`src/rtl/online_pkg.sv`:
```
// Shared definitions for the online CCM sequencer: FSM state encoding and width helpers.
package online_pkg;

  typedef enum logic [1:0] {
    ST_IDLE   = 2'd0,
    ST_SETTLE = 2'd1,
    ST_RESP   = 2'd2
  } state_e;

  function automatic int calc_wl(input int stage);
    return 2 * stage;
  endfunction

  // Output width of the 178 CCM family for a given input digit count.
  function automatic int calc_out_w(input int stage);
    return 2 * (stage + 10);
  endfunction

  function automatic int clog2_min1(input int n);
    int r;
    r = 0;
    while ((1 << r) < n) begin
      r = r + 1;
    end
    return (r < 1) ? 1 : r;
  endfunction

endpackage

```
`src/rtl/online_ccm_sched_rr_arbiter.sv`:
```
// Combinational round-robin arbiter: searches from ptr_i upward, wrapping modulo NREQ.
module rr_arbiter #(
  parameter int NREQ = 4,
  parameter int IDW  = 2
) (
  input  logic [NREQ-1:0] req_i,
  input  logic [IDW-1:0]  ptr_i,
  output logic [NREQ-1:0] gnt_o,
  output logic [IDW-1:0]  win_o,
  output logic            any_o
);

  logic [IDW-1:0] idx_s;
  logic           found_s;

  // First requesting index at or after the pointer wins.
  always_comb begin
    gnt_o   = {NREQ{1'b0}};
    win_o   = {IDW{1'b0}};
    found_s = 1'b0;
    idx_s   = {IDW{1'b0}};
    for (int k = 0; k < NREQ; k++) begin
      idx_s = IDW'((int'(ptr_i) + k) % NREQ);
      if (!found_s && req_i[idx_s]) begin
        found_s      = 1'b1;
        gnt_o[idx_s] = 1'b1;
        win_o        = idx_s;
      end else begin
        found_s = found_s;
      end
    end
    any_o = found_s;
  end

endmodule

```
`src/rtl/online_ccm_sched.sv`:
```
// Time-shares one combinational online CCM among NREQ requesters with a programmable
// settle window between operand launch and result capture.
module online_ccm_sched
  import online_pkg::*;
#(
  parameter int STAGE = 4,
  parameter int OUT_W = 28,
  parameter int NREQ  = 4,
  parameter int IDW   = 2,
  parameter int SETW  = 4,
  localparam int WL   = calc_wl(STAGE)
) (
  input  logic                 clk,
  input  logic                 rst_n,
  input  logic [NREQ-1:0]      req_valid,
  input  logic [NREQ*WL-1:0]   req_x,
  output logic [NREQ-1:0]      req_ready,
  input  logic [SETW-1:0]      settle_cycles,
  output logic [WL-1:0]        ccm_x,
  input  logic [OUT_W-1:0]     ccm_y,
  output logic                 resp_valid,
  input  logic                 resp_ready,
  output logic [OUT_W-1:0]     resp_y,
  output logic [IDW-1:0]       resp_id,
  output logic                 busy
);

  state_e           state_q, state_d;
  logic [SETW-1:0]  cnt_q, cnt_d;
  logic [WL-1:0]    ccm_x_q, ccm_x_d;
  logic [IDW-1:0]   id_q, id_d;
  logic [OUT_W-1:0] resp_y_q, resp_y_d;
  logic [IDW-1:0]   resp_id_q, resp_id_d;
  logic             resp_valid_q, resp_valid_d;
  logic [IDW-1:0]   rr_ptr_q, rr_ptr_d;
  logic             busy_q, busy_d;

  logic [NREQ-1:0]  arb_gnt_s;
  logic [IDW-1:0]   arb_win_s;
  logic             arb_any_s;
  logic             grant_en_s;
  logic [WL-1:0]    operand_s;

  rr_arbiter #(
    .NREQ (NREQ),
    .IDW  (IDW)
  ) u_arb (
    .req_i (req_valid),
    .ptr_i (rr_ptr_q),
    .gnt_o (arb_gnt_s),
    .win_o (arb_win_s),
    .any_o (arb_any_s)
  );

  // A grant is only possible from IDLE or in the RESP handshake cycle.
  always_comb begin
    case (state_q)
      ST_IDLE: grant_en_s = arb_any_s;
      ST_RESP: grant_en_s = arb_any_s & resp_ready;
      default: grant_en_s = 1'b0;
    endcase
  end

  always_comb begin
    operand_s = {WL{1'b0}};
    for (int i = 0; i < NREQ; i++) begin
      if (arb_win_s == IDW'(i)) begin
        operand_s = req_x[i*WL +: WL];
      end else begin
        operand_s = operand_s;
      end
    end
  end

  // Gated with rst_n so no grant leaks out while reset is held.
  assign req_ready = (grant_en_s && rst_n) ? arb_gnt_s : {NREQ{1'b0}};

  always_comb begin
    state_d      = state_q;
    cnt_d        = cnt_q;
    ccm_x_d      = ccm_x_q;
    id_d         = id_q;
    resp_y_d     = resp_y_q;
    resp_id_d    = resp_id_q;
    resp_valid_d = resp_valid_q;
    rr_ptr_d     = rr_ptr_q;
    case (state_q)
      ST_IDLE: begin
        state_d = ST_IDLE;
      end
      ST_SETTLE: begin
        if (cnt_q <= SETW'(1)) begin
          resp_y_d     = ccm_y;
          resp_id_d    = id_q;
          resp_valid_d = 1'b1;
          cnt_d        = {SETW{1'b0}};
          state_d      = ST_RESP;
        end else begin
          cnt_d = cnt_q - SETW'(1);
        end
      end
      ST_RESP: begin
        if (resp_ready) begin
          resp_valid_d = 1'b0;
          state_d      = ST_IDLE;
        end else begin
          state_d = ST_RESP;
        end
      end
      default: begin
        state_d = ST_IDLE;
      end
    endcase
    // Launch overrides the per-state next state; settle_cycles is sampled only here.
    if (grant_en_s) begin
      ccm_x_d  = operand_s;
      id_d     = arb_win_s;
      cnt_d    = (settle_cycles == {SETW{1'b0}}) ? SETW'(1) : settle_cycles;
      rr_ptr_d = (arb_win_s == IDW'(NREQ - 1)) ? {IDW{1'b0}} : arb_win_s + IDW'(1);
      state_d  = ST_SETTLE;
    end else begin
      rr_ptr_d = rr_ptr_d;
    end
    busy_d = (state_d != ST_IDLE);
  end

  always_ff @(posedge clk or negedge rst_n) begin
    if (!rst_n) begin
      state_q      <= ST_IDLE;
      cnt_q        <= {SETW{1'b0}};
      ccm_x_q      <= {WL{1'b0}};
      id_q         <= {IDW{1'b0}};
      resp_y_q     <= {OUT_W{1'b0}};
      resp_id_q    <= {IDW{1'b0}};
      resp_valid_q <= 1'b0;
      rr_ptr_q     <= {IDW{1'b0}};
      busy_q       <= 1'b0;
    end else begin
      state_q      <= state_d;
      cnt_q        <= cnt_d;
      ccm_x_q      <= ccm_x_d;
      id_q         <= id_d;
      resp_y_q     <= resp_y_d;
      resp_id_q    <= resp_id_d;
      resp_valid_q <= resp_valid_d;
      rr_ptr_q     <= rr_ptr_d;
      busy_q       <= busy_d;
    end
  end

  assign ccm_x      = ccm_x_q;
  assign resp_y     = resp_y_q;
  assign resp_id    = resp_id_q;
  assign resp_valid = resp_valid_q;
  assign busy       = busy_q;

endmodule

```
`config.mk`:
```
export PLATFORM = sky130hd
export DESIGN_NAME = online_ccm_sched
export DESIGN_NICKNAME = d
export VERILOG_FILES = /design/src/rtl/online_pkg.sv /design/src/rtl/online_ccm_sched_rr_arbiter.sv /design/src/rtl/online_ccm_sched.sv
export SDC_FILE = /design/constraint.sdc
export NUM_CORES = 1
export LEC_CHECK = 0
export ABC_AREA = 1
export CAP_MARGIN = 20
export CORE_UTILIZATION = 48
export CTS_BUF_LIST = sky130_fd_sc_hd__clkbuf_16
export DETAILED_ROUTE_END_ITERATION = 6
export PLACE_DENSITY = 0.85
export SLEW_MARGIN = 40
export SYNTH_ARGS = -nofsm -noshare
export SYNTH_HDL_FRONTEND = slang
export SYNTH_HIERARCHICAL = 1
export SYNTH_SLANG_ARGS = --single-unit
export TNS_END_PERCENT = 50
```
`constraint.sdc`:
```
create_clock -name clk -period 6.11 [get_ports clk]
set_input_delay 0.611 -clock clk [delete_from_list [all_inputs] [get_ports clk]]
set_output_delay 0.611 -clock clk [all_outputs]
set_load 0.1 [all_outputs]
```
==> out/metrics.yaml <==
cts:
  cts_inserted_buffers: 5
  clk_latency_ns: 0.29
  hold_buffers: 0
  cts_setup_buffers: 0
  clk_pin_slew_ns: 0.07
  cts.path.max_buffers: 2
  htree_levels: 2
  clock_sinks: 50
  root_buffer: "clkbuf_16"
  cts_resized: 0
  cts_tree: "yes"
routing:
  vias_per_cell: 5.01
  routed_wl_um: 7530
  first_pass_iters: 4
  vias: 3025
  wire_per_inst_um: 12.5
  drtIter0Drc: 149
  drc: 0
  postRouteAntennaNets: 0
finish:
  drive_gt1_share_pct: 14.9
  nNetsFinal: 613
  area_delta_synth_final_pct: 34.9
  diodes: 0
die:
  core_area_um2: 6060
  row_count: 28
  io-pin-count: 115
  die_area_um2: 6740
  die_w_um: 82.1
  initial_core_util_pct: 50.8
  die_height_um: 82.1
worst_setup_path:
  critPathArrivalTime_ns: 2.91
  crit_path_start_kind: "flip-flop"
  critPathMaxFanout: 13
  critical_path_class: "reg -> out"
  end_kind: "output pin"
  cp.required_ns: 5.50
timing:
  tightest_slew_ns: 0.709
  period_minus_slack_ns: 3.52
  fin_skew_ns: 0.00880
  rsz0062_at_grt: "no"
  max_slew_margin_pct: 52.6
  hold_viol: 0
  maxSlewViolCount: 0
  fin_setup_tns_ns: 0
  max_freq_mhz: 284
  setup_viol: 0
  post-route-period-util_pct: 57.7
synth:
  netlist.area_leader.share_pct: 40.7
  syn_inst: 423
  synth.mux.area_fraction_pct: 0
  synth-edff-count: 0
  synthTopCellsByArea: "dfrtp_1, nand2_1, ha_1, inv_1, o21ai_0"
  syn-num-nets: 508
  avgSynthCellArea_um2: 7.28
  ys_seq_area_share_pct: 40.7
  syn_area_um2: 3080
  yosysUniqueCellTypes: 27
  synth_adder_area_share_pct: 5.69
  netlist_top_cells_count: "nand2_1, dfrtp_1, inv_1, o21ai_0, nand3_1"
  synth_seq_cells: 50
  synth_top_family_by_area: "simple AND/OR/NAND/NOR gates"
  synth_xor_area_share_pct: 0
  yosysTopAreaCell: "dfrtp_1"
  post-synth-top-count-cell: "nand2_1"
  synth_flop_cell: "dfrtp_1"
  ys_warn_count: 6
  synthSimpleGateAreaFrac_pct: 33.0
  synth_compound_area_share_pct: 11.8
  synthArstFlopShare_pct: 100
status:
  status: "finished clean"
global_routing:
  grt_pass1_vias: 2710
  grt_usage_pct: 22.3
  antenna_found_initial: 0
  grt_pass1_wl_um: 11600
  grt_max_degree: 52
  grt_overflow: 0
job:
  drv_cap: 0
place:
  io_buffer_count: 114
  place_congestion: 0.863
  hpwl_um: 5410
min_path:
  hold_class: "in -> async"
sequential cells by signal, indices dropped and copies added (netlist names):
name / count
resp_valid: 1
busy: 1
cnt_q: 4
resp_id: 2
ccm_x: 8
resp_y: 28
id_q: 2
state_q: 2
rr_ptr_q: 2
cells in the final DEF, fill, tap and decap left out, drive strengths merged:
cell	netlist	layout
a21oi	23	23
nand3	29	29
ha	14	14
clkbuf	5	5
clkdlybuf4s50	0	69
inv	43	44
o21bai	1	1
a21boi	4	4
nor2	17	17
o31ai	1	1
o21ai	36	36
buf	12	46
clkinv	0	1
nand4	8	8
dfrtp	50	50
nand2	180	180
bufinv	0	1
final timing paths:
kind                        startpoint           end  slack (ns)  depth (start not counted)
max                        rr_ptr_q[0]  req_ready[0]        2.59                         12
min                              rst_n    resp_y[11]        0.41                          2
max reg2reg                rr_ptr_q[0]      ccm_x[4]        3.02                         16
min reg2reg                    id_q[1]    resp_id[1]        0.47                          2
max in group asynchronous        rst_n    resp_y[17]        5.25                          2
min in group clk               id_q[1]    resp_id[1]        0.47                          2
worst max-delay path, cell delays in order (launching register included):
cell	delay [ns]
dfrtp_1	0.54
inv_2	0.18
ha_1	0.40
inv_1	0.10
nand2_1	0.09
nand2_2	0.06
nor2_4	0.21
nand4_1	0.23
nand3_1	0.17
nand2_2	0.14
nand2_1	0.15
nor2_1	0.06
buf_2	0.29
through the flow:
step	std cells	hold WS, ns	cell area [um2]	worst slack (ns)	utilization [%]
6_report	604	0.412	4150	2.59	68.5
5_1_grt	604	0.481	4150	2.36	68.5
4_1_cts	604	0.447	4150	2.60	68.5
3_5_place_dp	596	0.460	3980	2.78	65.7
3_3_place_gp	596	0.462	4200	2.14	69.4
2_1_floorplan	423	0.315	3080	2.38	-
final cells by class:
cell class | count | area (um2)
Sequential cell | 50 | 1250
Fill cell | 496 | 1910
Multi-Input combinational cell | 313 | 1550
Tap cell | 75 | 93.8
Timing Repair Buffer | 115 | 923
Clock buffer | 5 | 125
Inverter | 43 | 161
Clock inverter | 3 | 42.5
metal layers:
layer,share of wire [%],routed length (um),vias to the layer above,global-route usage [%]
met5,0,0,-,0
met4,0.81,61,0,6.32
met3,4.9,370,5,4.33
met2,51,3820,75,40.2
met1,44,3280,1398,26.7
li1,-,-,1547,-
logic make-up (layout without fill, tap and decap cells):
group | Yosys count | count (layout)
flops | 50 | 50
simple gates | 234 | 234
compound gates | 65 | 65
buf+inv | 60 | 166
fa+ha+maj | 14 | 14
Power is not shown: default switching activity piles up to over one toggle a cycle in this logic, so the estimate is an artifact.
